### config.mk
export PLATFORM = sky130hd
export DESIGN_NAME = control_sequencer
export DESIGN_NICKNAME = d
export VERILOG_FILES = /design/src/rtl/cpu_pkg.sv /design/src/rtl/reg_decode_4_16.sv /design/src/rtl/control_sequencer.sv
export SDC_FILE = /design/constraint.sdc
export NUM_CORES = 1
export LEC_CHECK = 0
export BUFFER_PORTS_ARGS = -buffer_cell sky130_fd_sc_hd__buf_2
export CORE_ASPECT_RATIO = 0.8
export CORE_UTILIZATION = 46
export DETAILED_ROUTE_END_ITERATION = 8
export PLACE_DENSITY = 0.83
export SYNTH_ARGS = -nofsm -noshare
export SYNTH_HDL_FRONTEND = slang
export SYNTH_SLANG_ARGS = --single-unit
export TNS_END_PERCENT = 50
### constraint.sdc
create_clock -name clk -period 2.1 [get_ports clk]
set_input_delay 0 -clock clk [delete_from_list [all_inputs] [get_ports clk]]
set_output_delay 0 -clock clk [all_outputs]
set_load 0.005 [all_outputs]
### src/rtl/cpu_pkg.sv
// ----------------------------------------------------------------------------
// cpu_pkg
// Shared definitions for the CPU control path:
//   - instruction register field positions (opcode, Ra, Rb, Rc)
//   - opcode constants
//   - control sequencer state enumeration
//   - opcode classification helper used to pick the T3..T7 micro-sequence
// ----------------------------------------------------------------------------
package cpu_pkg;

  // Instruction register layout
  localparam int IR_W    = 32;
  localparam int OPC_MSB = 31;
  localparam int OPC_LSB = 27;
  localparam int RA_MSB  = 26;
  localparam int RA_LSB  = 23;
  localparam int RB_MSB  = 22;
  localparam int RB_LSB  = 19;
  localparam int RC_MSB  = 18;
  localparam int RC_LSB  = 15;

  localparam int OPC_W   = 5;
  localparam int REG_N   = 16;

  // Opcodes
  localparam logic [OPC_W-1:0] OPC_LD   = 5'b00000;
  localparam logic [OPC_W-1:0] OPC_ST   = 5'b00001;
  localparam logic [OPC_W-1:0] OPC_ADD  = 5'b00011;
  localparam logic [OPC_W-1:0] OPC_SUB  = 5'b00100;
  localparam logic [OPC_W-1:0] OPC_AND  = 5'b00101;
  localparam logic [OPC_W-1:0] OPC_OR   = 5'b00110;
  localparam logic [OPC_W-1:0] OPC_SHR  = 5'b00111;
  localparam logic [OPC_W-1:0] OPC_SHL  = 5'b01000;
  localparam logic [OPC_W-1:0] OPC_ADDI = 5'b01001;
  localparam logic [OPC_W-1:0] OPC_MUL  = 5'b01111;
  localparam logic [OPC_W-1:0] OPC_DIV  = 5'b10000;
  localparam logic [OPC_W-1:0] OPC_MFHI = 5'b10011;
  localparam logic [OPC_W-1:0] OPC_MFLO = 5'b10100;
  localparam logic [OPC_W-1:0] OPC_NOP  = 5'b11010;
  localparam logic [OPC_W-1:0] OPC_HALT = 5'b11011;

  // Sequencer states
  typedef enum logic [3:0] {
    S_IDLE   = 4'd0,
    S_T0     = 4'd1,
    S_T1     = 4'd2,
    S_T2     = 4'd3,
    S_T3     = 4'd4,
    S_T4     = 4'd5,
    S_T5     = 4'd6,
    S_T6     = 4'd7,
    S_T7     = 4'd8,
    S_HALTED = 4'd9
  } state_e;

  // Instruction families sharing a micro-sequence
  typedef enum logic [3:0] {
    CLS_NONE   = 4'd0,  // NOP and every undefined opcode
    CLS_RTYPE  = 4'd1,
    CLS_MULDIV = 4'd2,
    CLS_ADDI   = 4'd3,
    CLS_LD     = 4'd4,
    CLS_ST     = 4'd5,
    CLS_MFHI   = 4'd6,
    CLS_MFLO   = 4'd7,
    CLS_HALT   = 4'd8
  } op_class_e;

  function automatic op_class_e classify(input logic [OPC_W-1:0] opc);
    op_class_e cls;
    cls = CLS_NONE;
    if ((opc >= OPC_ADD) && (opc <= OPC_SHL)) begin
      cls = CLS_RTYPE;
    end else begin
      case (opc)
        OPC_MUL,
        OPC_DIV:  cls = CLS_MULDIV;
        OPC_ADDI: cls = CLS_ADDI;
        OPC_LD:   cls = CLS_LD;
        OPC_ST:   cls = CLS_ST;
        OPC_MFHI: cls = CLS_MFHI;
        OPC_MFLO: cls = CLS_MFLO;
        OPC_HALT: cls = CLS_HALT;
        default:  cls = CLS_NONE;
      endcase
    end
    return cls;
  endfunction

endpackage

### src/rtl/reg_decode_4_16.sv
// ----------------------------------------------------------------------------
// reg_decode_4_16
// 4-to-16 one-hot decoder for a register-select field of the instruction.
// Ports:
//   i_sel    [3:0]  register number (0..15); 0 still selects R0
//   i_en            output is all-zero when low
//   o_onehot [15:0] one-hot select, bit n = Rn
// ----------------------------------------------------------------------------
module reg_decode_4_16
  import cpu_pkg::*;
(
  input  logic [3:0]       i_sel,
  input  logic             i_en,
  output logic [REG_N-1:0] o_onehot
);

  always_comb begin
    o_onehot = '0;
    if (i_en) begin
      o_onehot[i_sel] = 1'b1;
    end
  end

endmodule

### src/rtl/control_sequencer.sv
// ----------------------------------------------------------------------------
// control_sequencer
// Moore control unit for a bus-based CPU datapath. Walks a fetch sequence
// (T0..T2) and then an opcode-dependent execute sequence (T3..T7), driving
// register load enables, bus source selects, ALU op and memory strobes.
// Ports:
//   clk            clock, rising edge
//   clr            asynchronous active-low reset (state -> IDLE, outputs 0)
//   ir [31:0]      instruction register (opcode/Ra/Rb/Rc), used from T3 on
//   mem_done       memory transfer complete (honoured in T1, LD T6, ST T7)
//   reg_in [15:0]  one-hot register load enables R0in..R15in
//   reg_out [15:0] one-hot register bus drives R0out..R15out
//   enable_*       datapath register load enables
//   select_*       bus source selects
//   pc_inc         PC loads incremented value
//   Read [1:0]     MDR source: 01 memory, 00 bus
//   Write          memory write strobe
//   OP [4:0]       ALU operation
//   run            high while executing (T0..T7)
// ----------------------------------------------------------------------------
module control_sequencer
  import cpu_pkg::*;
(
  input  logic             clk,
  input  logic             clr,
  input  logic [IR_W-1:0]  ir,
  input  logic             mem_done,
  output logic [REG_N-1:0] reg_in,
  output logic [REG_N-1:0] reg_out,
  output logic             enable_PC,
  output logic             enable_IR,
  output logic             enable_HI,
  output logic             enable_LO,
  output logic             enable_ZHI,
  output logic             enable_ZLO,
  output logic             enable_MAR,
  output logic             enable_MDR,
  output logic             enable_Y,
  output logic             enable_C,
  output logic             select_PC,
  output logic             select_HI,
  output logic             select_LO,
  output logic             select_ZHI,
  output logic             select_ZLO,
  output logic             select_MDR,
  output logic             select_C,
  output logic             pc_inc,
  output logic [1:0]       Read,
  output logic             Write,
  output logic [OPC_W-1:0] OP,
  output logic             run
);

  state_e           r_state;
  state_e           w_next_state;

  logic [OPC_W-1:0] w_opcode;
  op_class_e        w_cls;

  // Which decoded field drives reg_in / reg_out this cycle
  logic             w_ra_in;
  logic             w_ra_out;
  logic             w_rb_out;
  logic             w_rc_out;

  logic [REG_N-1:0] w_ra_oh;
  logic [REG_N-1:0] w_rb_oh;
  logic [REG_N-1:0] w_rc_oh;

  logic             w_unused_ir_bits;

  assign w_opcode         = ir[OPC_MSB:OPC_LSB];
  assign w_cls            = classify(w_opcode);
  assign w_unused_ir_bits = ^ir[RC_LSB-1:0];

  reg_decode_4_16 u_dec_ra (
    .i_sel    (ir[RA_MSB:RA_LSB]),
    .i_en     (w_ra_in | w_ra_out),
    .o_onehot (w_ra_oh)
  );

  reg_decode_4_16 u_dec_rb (
    .i_sel    (ir[RB_MSB:RB_LSB]),
    .i_en     (w_rb_out),
    .o_onehot (w_rb_oh)
  );

  reg_decode_4_16 u_dec_rc (
    .i_sel    (ir[RC_MSB:RC_LSB]),
    .i_en     (w_rc_out),
    .o_onehot (w_rc_oh)
  );

  // At most one field is flagged per state, so the priority mux never
  // merges two one-hot vectors.
  assign reg_in  = w_ra_in  ? w_ra_oh : '0;
  assign reg_out = w_ra_out ? w_ra_oh :
                   w_rb_out ? w_rb_oh :
                   w_rc_out ? w_rc_oh : '0;

  always_ff @(posedge clk or negedge clr) begin
    if (!clr) begin
      r_state <= S_IDLE;
    end else begin
      r_state <= w_next_state;
    end
  end

  always_comb begin
    w_next_state = r_state;
    w_ra_in      = 1'b0;
    w_ra_out     = 1'b0;
    w_rb_out     = 1'b0;
    w_rc_out     = 1'b0;
    enable_PC    = 1'b0;
    enable_IR    = 1'b0;
    enable_HI    = 1'b0;
    enable_LO    = 1'b0;
    enable_ZHI   = 1'b0;
    enable_ZLO   = 1'b0;
    enable_MAR   = 1'b0;
    enable_MDR   = 1'b0;
    enable_Y     = 1'b0;
    enable_C     = 1'b0;
    select_PC    = 1'b0;
    select_HI    = 1'b0;
    select_LO    = 1'b0;
    select_ZHI   = 1'b0;
    select_ZLO   = 1'b0;
    select_MDR   = 1'b0;
    select_C     = 1'b0;
    pc_inc       = 1'b0;
    Read         = 2'b00;
    Write        = 1'b0;
    OP           = '0;
    run          = (r_state != S_IDLE) && (r_state != S_HALTED);

    case (r_state)
      S_IDLE: begin
        w_next_state = S_T0;
      end

      S_T0: begin
        select_PC    = 1'b1;
        enable_MAR   = 1'b1;
        pc_inc       = 1'b1;
        w_next_state = S_T1;
      end

      S_T1: begin
        Read         = 2'b01;
        enable_MDR   = 1'b1;
        w_next_state = mem_done ? S_T2 : S_T1;
      end

      S_T2: begin
        select_MDR   = 1'b1;
        enable_IR    = 1'b1;
        w_next_state = S_T3;
      end

      // First execute step: ir is trusted from here on
      S_T3: begin
        case (w_cls)
          CLS_RTYPE, CLS_ADDI, CLS_LD, CLS_ST: begin
            w_rb_out     = 1'b1;
            enable_Y     = 1'b1;
            w_next_state = S_T4;
          end
          CLS_MULDIV: begin
            w_ra_out     = 1'b1;
            enable_Y     = 1'b1;
            w_next_state = S_T4;
          end
          CLS_MFHI: begin
            select_HI    = 1'b1;
            w_ra_in      = 1'b1;
            w_next_state = S_T0;
          end
          CLS_MFLO: begin
            select_LO    = 1'b1;
            w_ra_in      = 1'b1;
            w_next_state = S_T0;
          end
          CLS_HALT: w_next_state = S_HALTED;
          default:  w_next_state = S_T0;
        endcase
      end

      S_T4: begin
        w_next_state = S_T5;
        case (w_cls)
          CLS_RTYPE: begin
            w_rc_out   = 1'b1;
            OP         = w_opcode;
            enable_ZLO = 1'b1;
          end
          CLS_MULDIV: begin
            w_rb_out   = 1'b1;
            OP         = w_opcode;
            enable_ZHI = 1'b1;
            enable_ZLO = 1'b1;
          end
          // Address / immediate add: Y + C through the ALU adder
          CLS_ADDI, CLS_LD, CLS_ST: begin
            select_C   = 1'b1;
            OP         = OPC_ADD;
            enable_ZLO = 1'b1;
          end
          default: w_next_state = S_T0;
        endcase
      end

      S_T5: begin
        w_next_state = S_T0;
        case (w_cls)
          CLS_RTYPE, CLS_ADDI: begin
            select_ZLO = 1'b1;
            w_ra_in    = 1'b1;
          end
          CLS_MULDIV: begin
            select_ZLO   = 1'b1;
            enable_LO    = 1'b1;
            w_next_state = S_T6;
          end
          CLS_LD, CLS_ST: begin
            select_ZLO   = 1'b1;
            enable_MAR   = 1'b1;
            w_next_state = S_T6;
          end
          default: w_next_state = S_T0;
        endcase
      end

      S_T6: begin
        w_next_state = S_T0;
        case (w_cls)
          CLS_MULDIV: begin
            select_ZHI = 1'b1;
            enable_HI  = 1'b1;
          end
          CLS_LD: begin
            Read         = 2'b01;
            enable_MDR   = 1'b1;
            w_next_state = mem_done ? S_T7 : S_T6;
          end
          // Store data goes bus -> MDR (Read stays 00)
          CLS_ST: begin
            w_ra_out     = 1'b1;
            enable_MDR   = 1'b1;
            w_next_state = S_T7;
          end
          default: w_next_state = S_T0;
        endcase
      end

      S_T7: begin
        w_next_state = S_T0;
        case (w_cls)
          CLS_LD: begin
            select_MDR = 1'b1;
            w_ra_in    = 1'b1;
          end
          CLS_ST: begin
            Write        = 1'b1;
            w_next_state = mem_done ? S_T0 : S_T7;
          end
          default: w_next_state = S_T0;
        endcase
      end

      // Only clr leaves HALTED
      S_HALTED: w_next_state = S_HALTED;

      default: w_next_state = S_IDLE;
    endcase
  end

endmodule

== Yosys cells after proc, flatten, opt, wreduce, memory -nomap -nowiden ==
Memory sizes are Yosys's and may differ from the RTL's.
Cells that the tools add are included.
W data, S select, Z words.

* Magnitude comparators: 8
* Muxes and demuxes: 56
* Eq/ne operators: 18
* Reduce and logical (&&, ||, !) cells: 15
* Bitwise logic cells: 1

{| class="wikitable"
|+ Operators by type and width
! cell !! number
|-
| $mux W16 || 5
|-
| $pmux W4 S10 || 1
|-
| $eq A4 B3 Y1 const B || 8
|-
| $mux W1 || 30
|-
| $eq A4 B2 Y1 const B || 4
|-
| $mux W4 || 4
|-
| $pmux W4 S2 || 2
|-
| $lt A4 B5 Y1 const B || 3
|-
| $demux W1 S4 || 3
|-
| $eq A4 B4 Y1 const B || 3
|-
| $ge A4 B1 Y1 const B || 3
|-
| $pmux W1 S2 || 6
|-
| $pmux W5 S2 || 1
|-
| $eq A4 B1 Y1 const B || 2
|-
| $reduce_or A2 Y1 || 4
|-
| $mux W3 || 2
|-
| $reduce_or A3 Y1 || 2
|-
| $ge A5 B2 Y1 const B || 1
|-
| $le A5 B4 Y1 const B || 1
|-
| $logic_and A1 B1 Y1 || 5
|-
| $mux W5 || 1
|-
| $reduce_or A5 Y1 || 1
|-
| $logic_not A4 Y1 || 1
|-
| $ne A4 B4 Y1 const B || 1
|-
| other kinds (4) || 4
|}

* Input port bits: 35
* Output and inout port bits: 59
* Memories: 1
* ROM bits: 128
* Logic and storage cells: 100
* Flip-flop bits (word level): 4

{| class="wikitable"
|+ Memory list
! name !! depth !! bits a word !! rd ports !! clocked after Yosys merged registers in !! write ports !! line !! RTL
|-
| (name not given) || 32 || 4 || 1 || 0 || 0 || cpu_pkg.sv:75 || <nowiki>case (opc)</nowiki>
|}

== Longest topological paths before layout ==
Gate-level depths: netlist (run 1).

* Word-level depth: 10
* Mapped depth: 10
* Gate-level depth less buffers: 8

== Hierarchy ==
Synthesis (run 1) repeated with hierarchy kept, for this count alone.

* Cells, all modules: 316
* Area total of the unflattened synthesis: 2093.3 sq um

{| class="wikitable"
|+ Modules (own cells, without submodules)
! module !! cells each !! instances !! seq. area each (sq um) !! area each (sq um)
|-
| control_sequencer || 247 || 1 || 100.1 || 1737.9
|-
| reg_decode_4_16 at u_dec_ra ... || 23 || 2 || 0.0 || 117.6
|-
| reg_decode_4_16 at u_dec_rb || 23 || 1 || 0.0 || 120.1
|}

== Worst setup path after synthesis (run 1) ==
No wires, ideal clock.

* Path kind: input port to flip-flop
* Start: input port ir[27]
* End: register r_state[0]
* Cell stages on the path: 9
* Setup time: 0.126 ns
* Data arrival time: 1.713 ns
* Slack: 0.261 ns
* Path buffers: 1
* Data required time: 1.974 ns
* Path through: inv_1 > ha_1 > and4b_1 > a31oi_1 > or2_1 > buf_2 > and2_1 > a21oi_2 > a221o_1

* Word-level cells in the longest chain between the ends: 7
* Elaborated cells on any way between the ends: 15
* Classes of those cells: order compare (2); eq/ne (5); mux (5); reduce/logical (2); memory (1)

{| class="wikitable"
|+ Ends and longest elaborated chain
! what !! line !! RTL
|-
| start, declared || control_sequencer.sv:26 || <nowiki>input logic [IR_W-1:0] ir,</nowiki>
|-
| branches (longest 2 deep; another with $mem_v2 Z32 W4) || -- ||
|-
| $mux W4 * || cpu_pkg.sv:72 || <nowiki>if ((opc >= OPC_ADD) && (opc <= OPC_SHL)) begin</nowiki>
|-
| $eq A4 B3 Y1, or another cell as far along || control_sequencer.sv:192, control_sequencer.sv:237 ||
|-
| $reduce_or A5 Y1 (no source line) || -- ||
|-
| $mux W3 || control_sequencer.sv:192 || <nowiki>case (w_cls)</nowiki>
|-
| $pmux W4 S10 * || control_sequencer.sv:138 || <nowiki>case (r_state)</nowiki>
|-
| via w_next_state[0] || control_sequencer.sv:55 || <nowiki>state_e w_next_state;</nowiki>
|-
| end signal, assigned || control_sequencer.sv:105 || <nowiki>r_state <= w_next_state;</nowiki>
|-
| end, declared || control_sequencer.sv:54 || <nowiki>state_e r_state;</nowiki>
|}

Mark *: on every way through the listed nets, which the timed path passes.

== Worst setup path in the final report (run 1) ==
* Start: register r_state[3]
* End: output port reg_out[6]

* Word-level cells in the longest chain between the ends: 5
* Elaborated cells on any way between the ends: 14
* Classes of those cells: eq/ne (5); mux (8); bitwise (1)

{| class="wikitable"
|+ Ends and longest elaborated chain
! what !! line !! RTL
|-
| $eq A4 B4 Y1 or $eq A4 B3 Y1 (tied branches) || control_sequencer.sv:138 ||
|-
| $pmux W1 S3, or another cell as far along || control_sequencer.sv:138 ||
|-
| $or A1 B1 Y1 or $mux W16 (tied branches) || control_sequencer.sv:78, control_sequencer.sv:99 ||
|-
| $mux W16, on equally long branches || reg_decode_4_16.sv:19, control_sequencer.sv:98 ||
|-
| $mux W16 * || control_sequencer.sv:97 || <nowiki>assign reg_out = w_ra_out ? w_ra_oh :</nowiki>
|-
| end, declared || control_sequencer.sv:29 || <nowiki>output logic [REG_N-1:0] reg_out,</nowiki>
|}

Every way passes the cells marked *; elsewhere a longest branch is shown, timed or not.

==> results of run 1 <==
routing by layer:
metal	track usage, %	wire length (microns)
met5	0	0
met4	6.12	152
met3	4.71	536
met2	42.0	2690
met1	41.6	2660
critical path, stage by stage (launching register included):
cell      delay (ps)
dfrtp_1          370
nand2b_4         140
nor3b_2          160
buf_4            140
o211ai_1         220
nor4b_2          440
buf_4            170
a32oi_1           40
o31ai_1           90
buf_2            150
worst min path at each step:
stage / start / depth (start not counted) / slack [ps] / to
5_1_grt: clr / 2 / 120 / r_state[0]
3_5_place_dp: clr / 1 / -190 / r_state[2]
6_report: clr / 2 / 120 / r_state[0]
4_1_cts: clr / 2 / 120 / r_state[2]
2_1_floorplan: clr / 0 / -300 / r_state[0]
3_3_place_gp: clr / 1 / -190 / r_state[2]
timing repair:
action | in CTS | in global routing
hold buffers | 1 | 0
setup buffers | 3 | 4
pin swaps | 4 | 11
gates cloned | 0 | 2
setup endpoints to repair | 16 | 35
hold endpoints to repair | 4 | 0
resized for setup | 4 | 36
cell type report:
type | count | share of cell area, %
clock buffer | 3 | 1.69
sequential | 4 | 4.11
multi-input combinational | 218 | 65.7
timing repair buffer | 103 | 25.6
inverter | 5 | 0.770
tap | 42 | 2.16
per-stage QoR:
step                      setup slack [ps]  hold slack (ps)  instance area, sq um
after floorplan                        261             -296                  1680
after global placement               -2.97             -193                  2120
after detailed placement              -101             -193                  2120
after CTS                            -12.0              117                  2230
after global routing                  -175              119                  2440
final                                -33.9              116                  2440
cell usage in the layout (no fill, tap or decap), types with 2 or more instances in the layout:
cell type | netlist | layout
a211oi_1 | 2 | 2
a31oi_1 | 3 | 2
o221ai_1 | 5 | 2
a21oi_1 | 8 | 8
nor2_1 | 26 | 24
inv_1 | 5 | 4
a32oi_1 | 9 | 7
buf_4 | 6 | 27
conb_1 | 1 | 3
o221ai_2 | 0 | 3
a21o_1 | 2 | 2
a21oi_2 | 1 | 2
a221o_1 | 2 | 2
nor4_1 | 7 | 7
o31ai_1 | 5 | 5
dfrtp_1 | 4 | 4
o311ai_1 | 2 | 2
nor2b_1 | 12 | 12
nand3_1 | 10 | 10
nand2_1 | 22 | 20
nand2b_1 | 14 | 13
nor3_1 | 12 | 12
ha_4 | 0 | 2
buf_2 | 4 | 73
o21ai_0 | 3 | 2
nand4_1 | 3 | 3
o21bai_1 | 2 | 2
nand4b_1 | 3 | 3
a22oi_1 | 4 | 3
a32oi_2 | 0 | 2
o211ai_1 | 3 | 3
nor3_2 | 8 | 8
nor2_4 | 0 | 2
and3b_1 | 2 | 2
clkbuf_8 | 0 | 3
o21ai_1 | 7 | 7
and2_1 | 6 | 5
or2_2 | 2 | 2
kinds of logic after synthesis:
logic type,after synthesis,synth area share [%]
AOI/OAI and AO/OA,74,35.9
adders and majority gates,3,2.25
buffers and inverters,27,9.06
DFF,4,5.99
muxes,1,0.674
other,1,0.224
and+or+nand+nor,136,46.0
power groups by stage:
stage / logic, mW / registers [mW] / clock network, mW
floorplan: 0.525 / 0.112 / 0
global placement: 0.725 / 0.135 / 0
detailed placement: 0.741 / 0.136 / 0
CTS: 0.773 / 0.135 / 0.163
global route: 0.941 / 0.139 / 0.173
finish: 0.871 / 0.135 / 0.158
==> flow_summary.yaml, run 1 <==
sta:
  rsz0062_at_grt: "true"
  fmax_mhz: 469
  period_needed_ps: 2130
  setup_ws_ps: -33.9
  relSlewSlack_pct: 63.6
  fin_crit_sh_pct: 102
  hold_viol: 0
  finalSetupViolCount: 3
  drv_slew: 0
  tightest_slew_ps: 543
  skew_ps: 3.24
  fin_tns_setup_ps: -72.4
power_and_ir_drop:
  p_int_mw: 0.590
  p_sw_mw: 0.574
  seqPwrFrac_pct: 11.6
  p_comb_share_pct: 74.8
  p_leak_nw: 1.04
  total_power_mw: 1.16
  power_density_mw_per_mm2: 478
  p_sw_share_pct: 49.3
  p_clk_share_pct: 13.6
  ir_drop_v: 0.000416
synthesis:
  synth_top_area_share_pct: 5.99
  yosys_warnings: 0
  ys_seq_area_share_pct: 5.99
  synth_area_leaders: "dfrtp_1 (6.0%), nor2_1 (5.8%), nand2b_1 (5.2%), nand2_1 (4.9%), nor3_2 (4.8%)"
  yosysTopAreaCell: "dfrtp_1"
  yosys.cell_types.count: 59
  syn_area_per_cell_sq_um: 6.80
  async_flop_share_pct: 100
  synth_edf_count: 0
  yosys_register_bits: 4
  synth_top_flop_cell: "dfrtp_1"
  syn_inst: 246
  yosysMostFrequentCell: "nor2_1"
  syn_area_sq_mm: 0.00167
  synth_common_cells: "nor2_1 (26), nand2_1 (22), nand2b_1 (14), nor2b_1 (12), nor3_1 (12)"
layout:
  final_cells: 375
  multi_input_area_sq_mm: 0.00160
  regArea_sq_um: 100
  syn_to_final_growth_pct: 45.7
  diodes: 0
  drive_gt1_share_pct: 45.0
  fillers: 292
  final_core_util_pct: 70.7
  nNetsFinal: 373
  top_register: "r_state"
  reg_top3: "r_state: 4 flops"
  largest_reg_flops: 4
floorplanning:
  io_pins: 94
  die_x_microns: 69.4
  die_h_microns: 55.9
  start_util_pct: 48.5
  core_sq_mm: 0.00345
  num_rows: 19
  dieArea_sq_mm: 0.00388
critical_path:
  start_kind: "flip-flop"
  critPathKind: "flip-flop to primary output"
  reg2reg_from: "r_state[3]"
  endpoint: "reg_out[6]"
  required_ps: 2100
  cp_max_fo: 6
  cp.arrival_ps: 2130
  end_kind: "primary output"
  rr_worst_depth: 8
  rr_endpoint: "r_state[1]"
  worstSetupStartpoint: "r_state[3]"
  worst-r2r-setup-slack_ps: 390
drt:
  wl_mm: 6.04
  wl_per_cell_microns: 16.1
  drc_errors: 0
  vias: 2384
  drt-initial-drc-count: 198
  vias_per_cell: 6.36
  first_pass_iters: 5
  antenna_left: 0
status:
  status: "complete, but fails checks"
  violations: "setup timing"
hold_path:
  hp-class: "input pin to async pin"
placed_design:
  dp_hpwl_mm: 4.18
  dp.cells: 362
  numPortBuffers: 75
  gp_congestion: 0.885
grt:
  antenna_found_initial: 0
  grt_pass1_wl_mm: 9.09
  grt_max_degree: 18
  grt_usage_pct: 28.0
  grt_pass1_vias: 1920
  grt_overflow: 0
clocking:
  insertion_delay_ps: 220
  clkSlewWorstSetupHoldPaths_ps: 30
  clock_path_buffers: 2
  clock-sinks: 4
  h-tree-depth: 1
  numCtsBuffers: 3
  cts_tree: "yes"
  cts-root-buf: "clkbuf_8"
flow_run:
  drv_cap: 0
Power figures use the tool's default switching activity.
==> run 2: changes to the inputs <==
--- a/config.mk
+++ b/config.mk
@@ -10,6 +10,7 @@
 export CORE_UTILIZATION = 46
 export DETAILED_ROUTE_END_ITERATION = 8
 export PLACE_DENSITY = 0.83
+export SETUP_SLACK_MARGIN = 0.1
 export SYNTH_ARGS = -nofsm -noshare
 export SYNTH_HDL_FRONTEND = slang
 export SYNTH_SLANG_ARGS = --single-unit
==> constraint.sdc (replaced) <==
create_clock -name clk -period 2 [get_ports clk]
set_input_delay 0 -clock clk [delete_from_list [all_inputs] [get_ports clk]]
set_output_delay 0 -clock clk [all_outputs]
set_load 0.005 [all_outputs]
==> flow_summary.yaml, run 2 (synthesized netlist as in run 1, its figures left out) <==
power_and_ir_drop:
  seqPwrFrac_pct: 9.2
  ir_drop_v: 0.000541
  total_power_mw: 1.51
  p_sw_share_pct: 49.4
  p_sw_mw: 0.743
  p_clk_share_pct: 11.7
  power_density_mw_per_mm2: 531
  p_comb_share_pct: 79.1
  p_int_mw: 0.762
  p_leak_nw: 1.25
hold_path:
  hp-class: "input pin to async pin"
layout:
  diodes: 0
  largest_reg_flops: 4
  top_register: "r_state"
  final_cell_mix: "buf_2 (73), buf_4 (48), nor2_1 (20)"
  syn_to_final_growth_pct: 69.6
  final_common_cell: "buf_2"
  nNetsFinal: 400
  drive_gt1_share_pct: 55.3
  reg_top3: "r_state: 4 flops"
  final_core_util_pct: 82.3
grt:
  grt_usage_pct: 30.2
  grt_overflow: 0
  met3_usage_pct: 4.89
  top_usage_layer: "met2"
  grt_pass1_vias: 2041
  grt_max_degree: 19
  antenna_found_initial: 0
  met2_usage_pct: 46.2
  global_route.usage.met1_pct: 44.7
  grt_pass1_wl_mm: 9.66
drt:
  antenna_left: 0
  wl_mm: 7.27
  drc_errors: 0
  wl_per_cell_microns: 18.1
  first_pass_iters: 5
  drt-initial-drc-count: 248
  vias: 2600
  vias_per_cell: 6.47
critical_path:
  rr_worst_depth: 10
  cp.arrival_ps: 2170
  required_ps: 2000
  end_kind: "primary output"
  reg2reg_from: "r_state[3]"
  start_kind: "flip-flop"
  worstSetupStartpoint: "r_state[3]"
  critPathKind: "flip-flop to primary output"
  cp_max_fo: 4
sta:
  skew_ps: 4.12
  fin_crit_sh_pct: 108
  hold_slack_ps: 124
  relSlewSlack_pct: 65.5
  setup_ws_ps: -167
  rsz0062_at_grt: "true"
  fin_tns_setup_ps: -925
  tightest_slew_ps: 516
  fmax_mhz: 462
  finalSetupViolCount: 17
  hold_viol: 0
  period_needed_ps: 2170
  drv_slew: 0
clocking:
  clkSlewWorstSetupHoldPaths_ps: 30
  clock_path_buffers: 2
  cts-root-buf: "clkbuf_8"
  clock-sinks: 4
  insertion_delay_ps: 220
  h-tree-depth: 1
  numCtsBuffers: 3
  cts_tree: "yes"
placed_design:
  numPortBuffers: 75
  gp_congestion: 0.913
  dp_hpwl_mm: 4.33
status:
  status: "complete, but fails checks"
  violations: "setup timing"
floorplanning:
  die_x_microns: 69.4
  core_sq_mm: 0.00345
  start_util_pct: 48.5
  dieArea_sq_mm: 0.00388
  num_rows: 19
  io_pins: 94
  die_h_microns: 55.9
flow_run:
  drv_cap: 0
==> run 2: what timing repair did <==
action / 4_1_cts / 5_1_grt
cloned: 1 / 0
resized for setup: 28 / 55
endpoints found under the setup margin: 42 / 47
hold buffers: 1 / 0
pin swaps: 15 / 11
hold endpoints to repair: 4 / 0
setup buffers: 5 / 12
==> run 2: final cells by class <==
type	count	area, sq um
Timing Repair Buffer	130	838
Clock buffer	3	41.3
Inverter	5	26.3
Tap cell	42	52.6
Sequential cell	4	100
Fill cell	212	612
Multi-Input combinational cell	218	1780
==> run 2: critical path, cell delays in order, from the launching register on <==
cell	delay (ps)
dfrtp_1	370
nand2b_4	160
nor3b_4	240
o211ai_1	210
buf_4	190
nor2_2	90
nand4b_1	230
o221ai_1	290
buf_2	170
==> run 2: metrics by stage <==
stage                     instance area [sq um]  worst slack (ps)  std cells
final                                      2840              -167        402
after global routing                       2840              -231        402
after CTS                                  2490             -62.0        390
after detailed placement                   2260              -121        380
after global placement                     2260             -82.4        380
after floorplan                            1680               161        248
==> run 2: power by group through the flow <==
stage	combinational [mW]	sequential (mW)	clock (mW)
final	1.19	0.139	0.175
after floorplan	0.552	0.117	0
after global placement	0.812	0.125	0
after CTS	0.936	0.137	0.172
after detailed placement	0.834	0.128	0
after global routing	1.26	0.139	0.182
==> run 2: path summary, 6_finish.rpt <==
kind,slack (ps),to
max reg2reg,140,r_state[1]
min,120,r_state[0]
min in group clk,170,r_state[3]
max in group asynchronous,1740,r_state[1]
min reg2reg,800,r_state[3]
max,-170,reg_out[10]
==> run 2: routing by layer <==
metal | vias up | share of wire (%)
met1 | 1205 | 40
met5 | - | 0
met2 | 191 | 48
met4 | 0 | 2.4
met3 | 31 | 9.0
li1 | 1173 | -
